==> src/rtl/qbu_ts_pkg.sv <==
// Shared constants and types for the QBU TX timestamp path.
// Latency: n/a (declarations only).
// Backpressure: n/a.
// Contents: timestamp entry width helpers, capture slot struct, and PTP
// frame constants shared with qbu_tx_timestamp.
package qbu_ts_pkg;

  localparam int TS_SEQ_W       = 8;
  localparam int TS_DEF_TIME_W  = 64;
  localparam int TS_DEF_PORTS   = 4;

  // RAM entry layout is {port, seq, time}; width for the default build.
  localparam int TS_ENTRY_W = TS_DEF_TIME_W + TS_SEQ_W + $clog2(TS_DEF_PORTS);

  // Entry width for an arbitrary instance configuration.
  function automatic int ts_entry_w(input int time_w, input int num_ports);
    return time_w + TS_SEQ_W + $clog2(num_ports);
  endfunction

  // Per-port capture slot for the default time width.
  typedef struct packed {
    logic [TS_SEQ_W-1:0]      seq;
    logic [TS_DEF_TIME_W-1:0] tm;
  } ts_slot_t;

  // PTP frame identification shared with the per-port timestamp blocks.
  localparam logic [15:0] PTP_ETHERTYPE        = 16'h88F7;
  localparam logic [3:0]  PTP_MSG_SYNC         = 4'h0;
  localparam logic [3:0]  PTP_MSG_DELAY_REQ    = 4'h1;
  localparam logic [3:0]  PTP_MSG_PDELAY_REQ   = 4'h2;
  localparam logic [3:0]  PTP_MSG_PDELAY_RESP  = 4'h3;

endpackage

==> src/rtl/qbu_ts_rr_arb.sv <==
// Round-robin arbiter over the pending timestamp ports.
// Latency: grant is combinational from i_req/i_en; pointer updates on grant edge.
// Backpressure: i_en low suppresses any grant and freezes the pointer.
// Ports: i_clk/i_rst, i_req[NUM_PORTS], i_en -> o_gnt_vld, o_gnt_oh, o_gnt_idx.
module qbu_ts_rr_arb #(
  parameter int NUM_PORTS = 4
) (
  input  logic                         i_clk,
  input  logic                         i_rst,
  input  logic [NUM_PORTS-1:0]         i_req,
  input  logic                         i_en,
  output logic                         o_gnt_vld,
  output logic [NUM_PORTS-1:0]         o_gnt_oh,
  output logic [$clog2(NUM_PORTS)-1:0] o_gnt_idx
);

  localparam int PORT_W = $clog2(NUM_PORTS);

  logic [PORT_W-1:0] rr_ptr_q, rr_ptr_d;
  logic [PORT_W-1:0] idx;

  // Scan from the pointer upward, wrapping at NUM_PORTS (which need not be a power of 2).
  always_comb begin
    o_gnt_vld = 1'b0;
    o_gnt_idx = '0;
    idx       = '0;
    for (int k = 0; k < NUM_PORTS; k++) begin
      idx = PORT_W'((int'(rr_ptr_q) + k) % NUM_PORTS);
      if (i_en && !o_gnt_vld && i_req[idx]) begin
        o_gnt_vld = 1'b1;
        o_gnt_idx = idx;
      end
    end
    o_gnt_oh = '0;
    if (o_gnt_vld) o_gnt_oh[o_gnt_idx] = 1'b1;
  end

  always_comb begin
    rr_ptr_d = rr_ptr_q;
    if (o_gnt_vld)
      rr_ptr_d = (o_gnt_idx == PORT_W'(NUM_PORTS-1)) ? '0 : o_gnt_idx + PORT_W'(1);
  end

  always_ff @(posedge i_clk or posedge i_rst) begin
    if (i_rst) rr_ptr_q <= '0;
    else       rr_ptr_q <= rr_ptr_d;
  end

endmodule

==> src/rtl/qbu_tx_ts_ram_ctrl.sv <==
// Shared TX PTP timestamp RAM controller: per-port capture, RR arbitration, circular RAM.
// Latency: irq in cycle 0 -> registered RAM write in cycle 2 when uncontended.
// Backpressure: with DEPTH entries stored no grant is made; captured requests wait in their slots.
// Ports: i_ptp_time, i_mac_time_irq/i_mac_frame_seq (per port) in; o_ram_wr_* to RAM;
//        o_ts_rd_addr/o_ts_count/o_ts_irq and i_ts_rd_done on the CPU readout side.
// Option: define QBU_TS_DROP_CNT_EN to add o_ts_drop_cnt (saturating count of dropped requests).
module qbu_tx_ts_ram_ctrl
  import qbu_ts_pkg::*;
#(
  parameter int NUM_PORTS  = 4,
  parameter int TIME_WIDTH = 64,
  parameter int DEPTH      = 16
) (
  input  logic                                       i_clk,
  input  logic                                       i_rst,
  input  logic [TIME_WIDTH-1:0]                      i_ptp_time,
  input  logic [NUM_PORTS-1:0]                       i_mac_time_irq,
  input  logic [8*NUM_PORTS-1:0]                     i_mac_frame_seq,
  output logic                                       o_ram_wr_en,
  output logic [$clog2(DEPTH)-1:0]                   o_ram_wr_addr,
  output logic [ts_entry_w(TIME_WIDTH,NUM_PORTS)-1:0] o_ram_wr_data,
  output logic [$clog2(DEPTH)-1:0]                   o_ts_rd_addr,
  input  logic                                       i_ts_rd_done,
  output logic [$clog2(DEPTH):0]                     o_ts_count,
  output logic                                       o_ts_irq
`ifdef QBU_TS_DROP_CNT_EN
  ,output logic [15:0]                               o_ts_drop_cnt
`endif
);

  localparam int ADDR_W  = $clog2(DEPTH);
  localparam int PORT_W  = $clog2(NUM_PORTS);
  localparam int CNT_W   = ADDR_W + 1;
  localparam int ENTRY_W = ts_entry_w(TIME_WIDTH, NUM_PORTS);

  typedef struct packed {
    logic [TS_SEQ_W-1:0]   seq;
    logic [TIME_WIDTH-1:0] tm;
  } slot_t;

  slot_t [NUM_PORTS-1:0] slot_q, slot_d;
  logic  [NUM_PORTS-1:0] pend_q, pend_d;
  logic  [ADDR_W-1:0]    head_q, head_d;
  logic  [ADDR_W-1:0]    tail_q, tail_d;
  logic  [CNT_W-1:0]     count_q, count_d;
  logic                  wr_en_q, wr_en_d;
  logic  [ADDR_W-1:0]    wr_addr_q, wr_addr_d;
  logic  [ENTRY_W-1:0]   wr_data_q, wr_data_d;

  logic                  gnt_vld;
  logic  [NUM_PORTS-1:0] gnt_oh;
  logic  [PORT_W-1:0]    gnt_idx;
  logic                  pop;

  qbu_ts_rr_arb #(.NUM_PORTS(NUM_PORTS)) u_arb (
    .i_clk     (i_clk),
    .i_rst     (i_rst),
    .i_req     (pend_q),
    .i_en      (count_q < CNT_W'(DEPTH)),
    .o_gnt_vld (gnt_vld),
    .o_gnt_oh  (gnt_oh),
    .o_gnt_idx (gnt_idx)
  );

`ifdef QBU_TS_DROP_CNT_EN
  logic [NUM_PORTS-1:0] drop;
  logic [PORT_W:0]      n_drop;
  logic [16:0]          drop_sum;
  logic [15:0]          drop_cnt_q, drop_cnt_d;
`endif

  // Capture: a port may reload its slot when idle, or in the very cycle its
  // old entry is being granted (old value goes to RAM, new one stays pending).
  always_comb begin
    pend_d = pend_q;
    slot_d = slot_q;
`ifdef QBU_TS_DROP_CNT_EN
    drop   = '0;
`endif
    for (int p = 0; p < NUM_PORTS; p++) begin
      if (gnt_oh[p]) pend_d[p] = 1'b0;
      if (i_mac_time_irq[p]) begin
        if (!pend_q[p] || gnt_oh[p]) begin
          slot_d[p].seq = i_mac_frame_seq[8*p +: 8];
          slot_d[p].tm  = i_ptp_time;
          pend_d[p]     = 1'b1;
        end
`ifdef QBU_TS_DROP_CNT_EN
        else begin
          drop[p] = 1'b1;
        end
`endif
      end
    end
  end

  always_comb begin
    pop       = i_ts_rd_done && (count_q != '0);
    head_d    = pop     ? head_q + ADDR_W'(1) : head_q;
    tail_d    = gnt_vld ? tail_q + ADDR_W'(1) : tail_q;
    count_d   = count_q + CNT_W'(gnt_vld) - CNT_W'(pop);
    wr_en_d   = gnt_vld;
    wr_addr_d = gnt_vld ? tail_q : wr_addr_q;
    wr_data_d = gnt_vld ? {gnt_idx, slot_q[gnt_idx]} : wr_data_q;
  end

`ifdef QBU_TS_DROP_CNT_EN
  always_comb begin
    n_drop = '0;
    for (int p = 0; p < NUM_PORTS; p++) n_drop = n_drop + (PORT_W+1)'(drop[p]);
    drop_sum   = {1'b0, drop_cnt_q} + 17'(n_drop);
    drop_cnt_d = drop_sum[16] ? 16'hFFFF : drop_sum[15:0];
  end

  always_ff @(posedge i_clk or posedge i_rst) begin
    if (i_rst) drop_cnt_q <= '0;
    else       drop_cnt_q <= drop_cnt_d;
  end

  assign o_ts_drop_cnt = drop_cnt_q;
`endif

  always_ff @(posedge i_clk or posedge i_rst) begin
    if (i_rst) begin
      slot_q    <= '0;
      pend_q    <= '0;
      head_q    <= '0;
      tail_q    <= '0;
      count_q   <= '0;
      wr_en_q   <= 1'b0;
      wr_addr_q <= '0;
      wr_data_q <= '0;
    end else begin
      slot_q    <= slot_d;
      pend_q    <= pend_d;
      head_q    <= head_d;
      tail_q    <= tail_d;
      count_q   <= count_d;
      wr_en_q   <= wr_en_d;
      wr_addr_q <= wr_addr_d;
      wr_data_q <= wr_data_d;
    end
  end

  assign o_ram_wr_en   = wr_en_q;
  assign o_ram_wr_addr = wr_addr_q;
  assign o_ram_wr_data = wr_data_q;
  assign o_ts_rd_addr  = head_q;
  assign o_ts_count    = count_q;
  assign o_ts_irq      = (count_q != '0);

endmodule
==> config.mk <==
export PLATFORM = sky130hd
export DESIGN_NAME = qbu_tx_ts_ram_ctrl
export DESIGN_NICKNAME = d
export VERILOG_FILES = /design/src/rtl/qbu_ts_pkg.sv /design/src/rtl/qbu_ts_rr_arb.sv /design/src/rtl/qbu_tx_ts_ram_ctrl.sv
export SDC_FILE = /design/constraint.sdc
export NUM_CORES = 1
export LEC_CHECK = 0
export ABC_CLOCK_PERIOD_IN_PS = 25500
export BUFFER_PORTS_ARGS = -buffer_cell sky130_fd_sc_hd__buf_2
export CAP_MARGIN = 0
export CORE_MARGIN = 4
export CORE_UTILIZATION = 55
export DETAILED_ROUTE_END_ITERATION = 12
export GPL_ROUTABILITY_DRIVEN = 1
export PLACE_DENSITY_LB_ADDON = 0.05
export SYNTH_ARGS = -nofsm -noshare
export SYNTH_HDL_FRONTEND = slang
export SYNTH_SLANG_ARGS = --single-unit
export TNS_END_PERCENT = 30
==> constraint.sdc <==
create_clock -name i_clk -period 25.5 [get_ports i_clk]
set_input_delay 1.275 -clock i_clk [delete_from_list [all_inputs] [get_ports i_clk]]
set_output_delay 1.275 -clock i_clk [all_outputs]
set_load 0.1 [all_outputs]
## Yosys cells after proc, flatten, opt, wreduce, memory -nomap -nowiden

Cells that the tools add are included.

| storage, ports and cells | value |
|---|---|
| bits in registers | 386 |
| bits of input ports | 103 |
| output and inout port bits | 89 |
| logic and storage cells | 91 |

| operators by class | value |
|---|---|
| add/sub/neg operators | 8 |
| $lt $le $gt $ge | 7 |
| equal/unequal tests | 1 |
| multiplexer cells | 34 |
| reduce and logical (&&, ||, !) cells | 25 |

Operators by type and width:

| operator | count |
|---|---|
| 72-bit binary-select mux with 2-bit select | 1 |
| 72-bit two-way mux | 1 |
| 1-bit two-way mux | 21 |
| 2-bit by 3-bit < comparator with 1-bit output, second input constant | 5 |
| 2-bit two-way mux | 5 |
| 1-bit logical AND | 9 |
| 4-bit by 1-bit adder with 4-bit output, second input constant | 2 |
| 1-bit binary-select mux with 2-bit select | 4 |
| 2-bit AND reduction | 4 |
| 1-bit zero test | 7 |
| 5-bit by 1-bit adder with 5-bit output | 1 |
| 5-bit < comparator, second input constant | 1 |
| 5-bit nonzero test | 1 |
| 5-bit by 1-bit subtractor with 5-bit output | 1 |
| 2-bit by 1-bit adder with 2-bit output, second input constant | 2 |
| 2-bit adder, second input constant | 2 |
| 1-bit logical OR | 4 |
| 4-bit two-way mux | 1 |
| 1-bit demux with 2-bit select | 1 |
| 2-bit equality test, second input constant | 1 |
| 2-bit by 1-bit greater-or-equal comparator with 1-bit output, second input constant | 1 |

## Logic depth before layout (Yosys ltp)

Gate-level depths: netlist (run 1).

| depth | value |
|---|---|
| word-level depth | 24 |
| gate-level depth with buffers | 15 |
| depth with buffers taken out | 14 |

## By module

From an unflattened synthesis (run 1), not the netlist that was laid out.

| second synthesis, totals | value |
|---|---|
| cell total of the unflattened synthesis | 1148 |
| area, all modules | 16631.0 µm² |

By module, submodules not included:

| module | times used | cells an instance | area each (µm²) | sequential area each (µm²) |
|---|---|---|---|---|
| qbu_tx_ts_ram_ctrl | 1 | 1093 | 16210.5 | 9609.2 |
| qbu_ts_rr_arb | 1 | 55 | 420.4 | 50.0 |

## Worst setup path before layout (run 1)

Ideal clock, no wire load.

| timing path | value |
|---|---|
| path type | reg2reg |
| start point | register count_q[4] (netlist: o_ts_count[4]) |
| end point | register count_q[4] (netlist: o_ts_count[4]) |
| setup time | 0.128 ns |
| data arrival time | 3.717 ns |
| setup slack | 21.655 ns |
| stages on the path, launching flop included | 15 |
| path buffers | 2 |
| period minus slack after synthesis | 3.845 ns |
| cells stage by stage | dfrtp_1 > buf_2 > or4b_2 > and2_1 > clkbuf_1 > ha_1 > inv_1 > ha_1 > inv_1 > fa_1 > inv_1 > a21oi_1 > nor2_1 > nor2_1 > xnor2_1 |

| on the way | value |
|---|---|
| elaborated cells on any way between the ends | 19 |

RTL lines:

| item | line | text |
|---|---|---|
| from (decl) | qbu_tx_ts_ram_ctrl.sv:45 | `logic [CNT_W-1:0] count_q, count_d;` |
| from (signal assigned) | qbu_tx_ts_ram_ctrl.sv:138 | `count_q <= count_d;` |
| 5-bit nonzero test | n/a |  |
| net o_ts_irq | qbu_tx_ts_ram_ctrl.sv:25 | `output logic o_ts_irq` |
| 1-bit logical AND | qbu_tx_ts_ram_ctrl.sv:98 | `pop = i_ts_rd_done && (count_q != '0);` |
| net pop | qbu_tx_ts_ram_ctrl.sv:53 | `logic pop;` |
| 5-bit by 1-bit subtractor with 5-bit output | qbu_tx_ts_ram_ctrl.sv:101 | `count_d = count_q + CNT_W'(gnt_vld) - CNT_W'(pop);` |
| net count_d[4] | qbu_tx_ts_ram_ctrl.sv:45 |  |

The timed path passes the listed nets, and every way through them passes these cells.
A chain may end at the register's enable or synchronous reset.

## Final worst setup path (run 1)

| timing path | value |
|---|---|
| start point | register u_arb.rr_ptr_q[1] |
| end point | register slot_q[120] in the netlist's numbering |

| on the way | value |
|---|---|
| longest elaborated chain between the ends | 23 |
| elaborated cells on any way between the ends | 37 |

RTL lines:

| item | line | text |
|---|---|---|
| from (decl) | qbu_ts_rr_arb.sv:19 | `logic [PORT_W-1:0] rr_ptr_q, rr_ptr_d;` |
| from (signal assigned) | qbu_ts_rr_arb.sv:46 | `else rr_ptr_q <= rr_ptr_d;` |
| 1-bit binary-select mux with 2-bit select | qbu_ts_rr_arb.sv:29 | `if (i_en && !o_gnt_vld && i_req[idx]) begin` |
| 1-bit two-way mux (implied by the code) | qbu_ts_rr_arb.sv:29 |  |
| 1-bit logical AND | qbu_ts_rr_arb.sv:29 |  |
| 1-bit two-way mux | qbu_ts_rr_arb.sv:29 |  |
| 1-bit zero test | qbu_ts_rr_arb.sv:29 |  |
| 1-bit logical AND (2 in a row) | qbu_ts_rr_arb.sv:29 |  |
| 1-bit two-way mux | qbu_ts_rr_arb.sv:29 |  |
| 1-bit zero test | qbu_ts_rr_arb.sv:29 |  |
| [7 not listed] | n/a |  |
| net gnt_idx[0] | qbu_tx_ts_ram_ctrl.sv:52 | `logic [PORT_W-1:0] gnt_idx;` |
| 2-bit by 3-bit < comparator with 1-bit output (implied by the code) or 2-bit by 1-bit greater-or-equal comparator with 1-bit output (tied branches) | qbu_ts_rr_arb.sv:35 | `if (o_gnt_vld) o_gnt_oh[o_gnt_idx] = 1'b1;` |
| 1-bit logical AND (implied by the code) | qbu_ts_rr_arb.sv:35 |  |
| 1-bit two-way mux (implied by the code) | qbu_ts_rr_arb.sv:35 |  |
| 1-bit demux with 2-bit select (*) | n/a |  |
| 4-bit two-way mux (*) | qbu_ts_rr_arb.sv:35 |  |
| 1-bit logical OR (*) | qbu_tx_ts_ram_ctrl.sv:83 | `if (!pend_q[p] \|\| gnt_oh[p]) begin` |
| 2-bit AND reduction (no line) (*) | n/a |  |
| to (signal assigned) | qbu_tx_ts_ram_ctrl.sv:134 | `slot_q <= slot_d;` |
| to (decl) | qbu_tx_ts_ram_ctrl.sv:41 | `slot_t [NUM_PORTS-1:0] slot_q, slot_d;` |

The timed path passes the listed nets; every way through them passes the cells marked *. The select of a mux whose other input is x is not followed.

==> qor.csv, run 1 <==
metric,value,unit
outcome,"finished, final reports clean",
synth_ff_type,dfrtp_1,
antenna_found_initial,3,
dieArea,32800,sq um
ant_nets,0,
min_from,o_ram_wr_addr[0],
critPathArrivalTime,4.65,ns
crit_top_cell,inv_1,
clk-insertion-delay-late,0.51,ns
clock_sinks,386,
holdBufCountCts,0,
clkTransAtPathRegs,0.06,ns
place_hpwl,20200,um
async_reset_ff_share,100,%
setup_violations,0,
grt_pass1_wl,57800,um
dr.pass1.iters,4,
routed_wl,35200,um
cts_max_path_buffers,3,
end_kind,flip-flop,
routed_via_density,5.69,
routabilityCongestion,0.712,
synth_edf_count,0,
synth_nets,1276,
cts_tree,built,
hold_path_class,flip-flop to flip-flop,
worst-slew-pin-transition,1.09,ns
post_cts_buffers,0,
syn_area,16500,sq um
grt_max_degree,185,
slew_violations,0,
synth_top_cell_area_share,58.7,%
ys_ff_latch,386,
cp-startpoint,u_arb.rr_ptr_q[1],
timing.fmax,235,MHz
htreeDepth,2,
ios,192,
worstReg2RegStart,u_arb.rr_ptr_q[1],
synth_warnings,0,
port_buffers,191,
tns,0,ns
ys_top_cells_by_area,"dfrtp_1, mux2_2, mux2i_1",
fillers,2319,
critPathMaxStageDelay,0.69,ns
syn_to_final_growth,14.6,%
cts.repair.resized,0,
start_kind,flip-flop,
placed_area,17600,sq um
nNetsFinal,1441,
drt_iter0_drc,421,
numCtsBuffers,41,
skew,0.00853,ns
critPathKind,flip-flop to flip-flop,
synthCells,1160,
utilization,63.8,%
gr-total-overflow,0,
cts_root_buf,clkbuf_16,
required,25.89,ns
drive_above_1_share,44.3,%
critPathSlowestCell,buf_12,
core-area,29600,sq um
rsz0062_at_grt,false,
post_drt_wl_per_cell,20.2,um
placementRows,63,
maxCapViolations,0,
start_util,55.7,%
fp.dieW,181,um
ys_types,40,
avgSynthCellArea,14.2,sq um
drc,0,
grt_pass1_vias,10600,
hold_viol,0,
yosys.area.top_type,dfrtp_1,
critPathMaxFanout,131,
crit_chain,mux2i_1 -> nand2_1 -> nand3_4 -> buf_12 -> inv_1 -> ha_1 -> inv_1 -> o21ai_0 -> nand2_4 -> buf_4 -> mux2_2,
period_share,16.7,%
synth-seq-area-share,58.7,%
min_period,4.26,ns
slew_headroom,27.3,%
n_antenna_cell,0,
stdcell_area,18900,sq um
vias,9912,
die_height,181,um
track_usage,21.5,%
-- metal layers --
metal / up-vias / routed length, um / global-route usage, %
met5: - / 41 / 0
met3: 50 / 1590 / 4.37
li1: 4566 / - / -
met4: 6 / 503 / 4.29
met1: 5134 / 16000 / 29.1
met2: 156 / 17100 / 36.7
-- synthesized netlist by cell type, types with 9 or more instances --
| cell type | n |
|---|---|
| a31oi_1 | 40 |
| ha_1 | 12 |
| nand2_1 | 61 |
| clkbuf_1 | 40 |
| buf_6 | 9 |
| inv_1 | 16 |
| mux2i_1 | 107 |
| buf_2 | 24 |
| o221ai_1 | 33 |
| mux2_2 | 328 |
| dfrtp_1 | 386 |
| o22ai_1 | 39 |
-- final cells by class --
cell class | count | area [sq um] | area share, %
Sequential cell | 386 | 9660 | 51.2
Inverter | 18 | 78.8 | 0.418
Clock buffer | 62 | 1180 | 6.28
Timing Repair Buffer | 201 | 1060 | 5.60
Multi-Input combinational cell | 677 | 6360 | 33.7
Tap cell | 390 | 488 | 2.59
Clock inverter | 7 | 41.3 | 0.219
-- final timing paths --
kind / endpoint / slack, ns / cells after the start
min reg2reg: o_ram_wr_addr[0] / 0.47 / 2
min in group asynchronous: slot_q[208] / 0.96 / 2
max reg2reg: slot_q[120] / 21.24 / 11
min: o_ram_wr_addr[0] / 0.47 / 2
max: slot_q[120] / 21.24 / 11
max in group asynchronous: slot_q[178] / 22.98 / 3
-- sequential cells by signal, summed over array words and instances, names as in the netlist --
name,cells
o_ram_wr_en,1
o_ts_count,5
u_arb.rr_ptr_q,2
o_ram_wr_data,74
pend_q,4
o_ts_rd_addr,4
o_ram_wr_addr,4
tail_q,4
slot_q,288
-- worst max-delay path: cells and delay by family (launching register included) --
kind,cells,cell delay (ns)
AO/OA/AOI/OAI,1,0.16
buffers and inverters,4,1.60
flip-flops,1,0.58
adder cells (fa/ha/maj),1,0.25
AND/OR/NAND/NOR,3,0.80
multiplexers,2,0.65
-- cells in the final DEF (no fill, tap or decap), types with 2 or more instances in the layout --
master,instances
a21o_1,2
a21oi_1,6
a31oi_1,40
and2_1,2
buf_12,2
buf_2,191
buf_4,8
clkbuf_1,13
clkbuf_16,41
clkbuf_8,8
clkinv_2,6
dfrtp_1,386
ha_1,12
inv_1,15
mux2_2,328
mux2i_1,107
nand2_1,58
nand2_4,3
nand2b_1,5
nand4_1,3
nor2_1,6
nor3b_1,2
o21ai_0,6
o21bai_1,2
o221ai_1,33
o22ai_1,39
xnor2_1,8
xor2_1,2
-- stage by stage --
stage / setup WS [ns] / hold WS (ns) / cells
floorplan: 13.50 / 0.445 / 1160
global placement: 21.22 / 0.457 / 1672
detailed placement: 21.17 / 0.461 / 1672
CTS: 21.16 / 0.478 / 1741
global route: 20.92 / 0.503 / 1741
finish: 21.24 / 0.474 / 1741
-- kinds of logic after synthesis --
kind of cell | Yosys count | synth area share, %
fa+ha+maj | 13 | 1.03
simple gates | 89 | 2.43
buf+inv | 97 | 2.90
flops | 386 | 58.7
compound gates | 129 | 5.40
mux | 435 | 28.9
xor+xnor | 11 | 0.631
Power of run 1 is not shown: default switching activity piles up to over one toggle a cycle in this logic, so the estimate is an artifact.
==> run 2, diff against run 1 <==
--- a/config.mk
+++ b/config.mk
@@ -5,11 +5,11 @@
 export SDC_FILE = /design/constraint.sdc
 export NUM_CORES = 1
 export LEC_CHECK = 0
-export ABC_CLOCK_PERIOD_IN_PS = 25500
+export ABC_CLOCK_PERIOD_IN_PS = 3760
 export BUFFER_PORTS_ARGS = -buffer_cell sky130_fd_sc_hd__buf_2
 export CAP_MARGIN = 0
 export CORE_MARGIN = 4
-export CORE_UTILIZATION = 55
+export CORE_UTILIZATION = 53
 export DETAILED_ROUTE_END_ITERATION = 12
 export GPL_ROUTABILITY_DRIVEN = 1
 export PLACE_DENSITY_LB_ADDON = 0.05
==> constraint.sdc (replaced) <==
create_clock -name i_clk -period 3.76 [get_ports i_clk]
set_input_delay 0.188 -clock i_clk [delete_from_list [all_inputs] [get_ports i_clk]]
set_output_delay 0.188 -clock i_clk [all_outputs]
set_load 0.1 [all_outputs]
==> run 2 against run 1 <==
  * Setup slack worse by 21 ns
  * Die area is 3.6% higher
  * Routed wire length up 1.7%
  * Clock skew increased by 0.011 ns
  * Sequential share of layout area down 3.4 points
  * Hold slack lost 0.37 ns
  * Sequential cell count is the same
  * Via count up 4.5%
  * Register-to-register slack got worse by 21 ns
  * Final area rose by 7.1%
  * Fmax increased by 36%
  * Largest cell class unchanged
  * Highest routed layer is now met4
==> qor.csv, run 2 (synthesized netlist as in run 1, its figures left out) <==
metric,value,unit
slew_headroom,29.5,%
dieArea,33900,sq um
post_drt_wl_per_cell,19.2,um
placed_area,17800,sq um
die_height,184,um
clk-insertion-delay-late,0.53,ns
rr_worst_depth,10,
n_antenna_cell,0,
critPathKind,flip-flop to flip-flop,
setup_violations,0,
antenna_found_initial,0,
rsz0062_at_grt,false,
core-area,30600,sq um
met1_usage,30.0,%
drive_above_1_share,42.1,%
timing.fmax,320,MHz
ios,192,
grt-busiest-layer,met2,
routed_via_density,5.55,
worst-slew-pin-transition,1.06,ns
final_common_cell,dfrtp_1,
syn_to_final_growth,22.8,%
grt_max_degree,156,
numCtsBuffers,42,
min_from,i_ts_rd_done,
grt_pass1_vias,11000,
drc,0,
start_kind,flip-flop,
track_usage,21.5,%
cts_max_path_buffers,3,
met2_usage,35.9,%
port_buffers,191,
holdBufCountCts,101,
gr-total-overflow,0,
vias,10400,
whs_endpoint,o_ts_rd_addr[0],
layout_common_cells,"dfrtp_1, mux2_2, buf_2",
largest_reg_flops,288,
drt_iter0_drc,445,
pre_cts_ws,0.622,ns
slew_violations,0,
placementRows,64,
skew,0.0191,ns
ant_nets,0,
worst_slack,0.637,ns
start_util,53.8,%
routed_wl,35800,um
maxCapViolations,0,
fillers,2363,
required,4.16,ns
cts_root_buf,clkbuf_16,
grt_pass1_wl,59200,um
tns,0,ns
critPathArrivalTime,3.53,ns
clock_sinks,386,
largest-register,slot_q,
regToRegSetupSlack,0.64,ns
outcome,"finished, final reports clean",
nNetsFinal,1554,
cts.repair.resized,0,
critPathMaxFanout,26,
routabilityCongestion,0.738,
cts_tree,built,
post_cts_buffers,0,
min_period,3.12,ns
reg2reg_to,slot_q[208],
use_met3,3.65,%
hold_path_class,input port to flip-flop,
worstHoldPathCells,3,
dr.pass1.iters,5,
period_share,83.1,%
worstReg2RegStart,u_arb.rr_ptr_q[1],
end_kind,flip-flop,
htreeDepth,2,
fp.dieW,184,um
stdcell_area,20200,sq um
clkTransAtPathRegs,0.06,ns
place_hpwl,21000,um
hold_viol,0,
==> run 2: worst max-delay path by stage <==
| stage | endpoint | start | depth (start not counted) |
|---|---|---|---|
| 3_3_place_gp | slot_q[209] | u_arb.rr_ptr_q[1] | 10 |
| 6_report | slot_q[208] | u_arb.rr_ptr_q[1] | 10 |
| 4_1_cts | slot_q[151] | u_arb.rr_ptr_q[1] | 10 |
| 2_1_floorplan | o_ram_wr_addr[0] | i_rst | 1 |
| 5_1_grt | slot_q[206] | u_arb.rr_ptr_q[1] | 10 |
| 3_5_place_dp | slot_q[151] | u_arb.rr_ptr_q[1] | 10 |
==> run 2: stage by stage <==
stage	hold WS, ns	utilization (%)	instances
3_5_place_dp	0.318	58.3	1689
3_3_place_gp	0.317	58.3	1689
4_1_cts	0.0916	66.1	1867
2_1_floorplan	0.296	-	1160
5_1_grt	0.142	66.1	1867
6_report	0.105	66.1	1867
==> run 2: worst max-delay path: stages (launching register included) <==
cell and delay [ns]:
dfrtp_1 0.57, xnor2_2 0.16, mux2i_1 0.23, nand4_1 0.12, a221oi_2 0.42, ha_1 0.22, inv_1 0.03, o21ai_0 0.36
nand2_4 0.23, buf_4 0.33, mux2_2 0.32
==> run 2: cell type report <==
class                           count  area (sq um)  area share (%)
Multi-Input combinational cell    677          6360            31.5
Sequential cell                   386          9660            47.8
Timing Repair Buffer              313          2260            11.2
Clock inverter                     12           108           0.532
Tap cell                          396           495            2.45
Clock buffer                       65          1260            6.22
Inverter                           18          75.1           0.371
==> run 2: layer usage <==
layer / vias to the layer above / wire length, um
met4: 0 / 588
li1: 4797 / -
met1: 5317 / 16300
met2: 188 / 17300
met3: 52 / 1650
met5: - / 0
Power of run 2 is left out for the same reason.
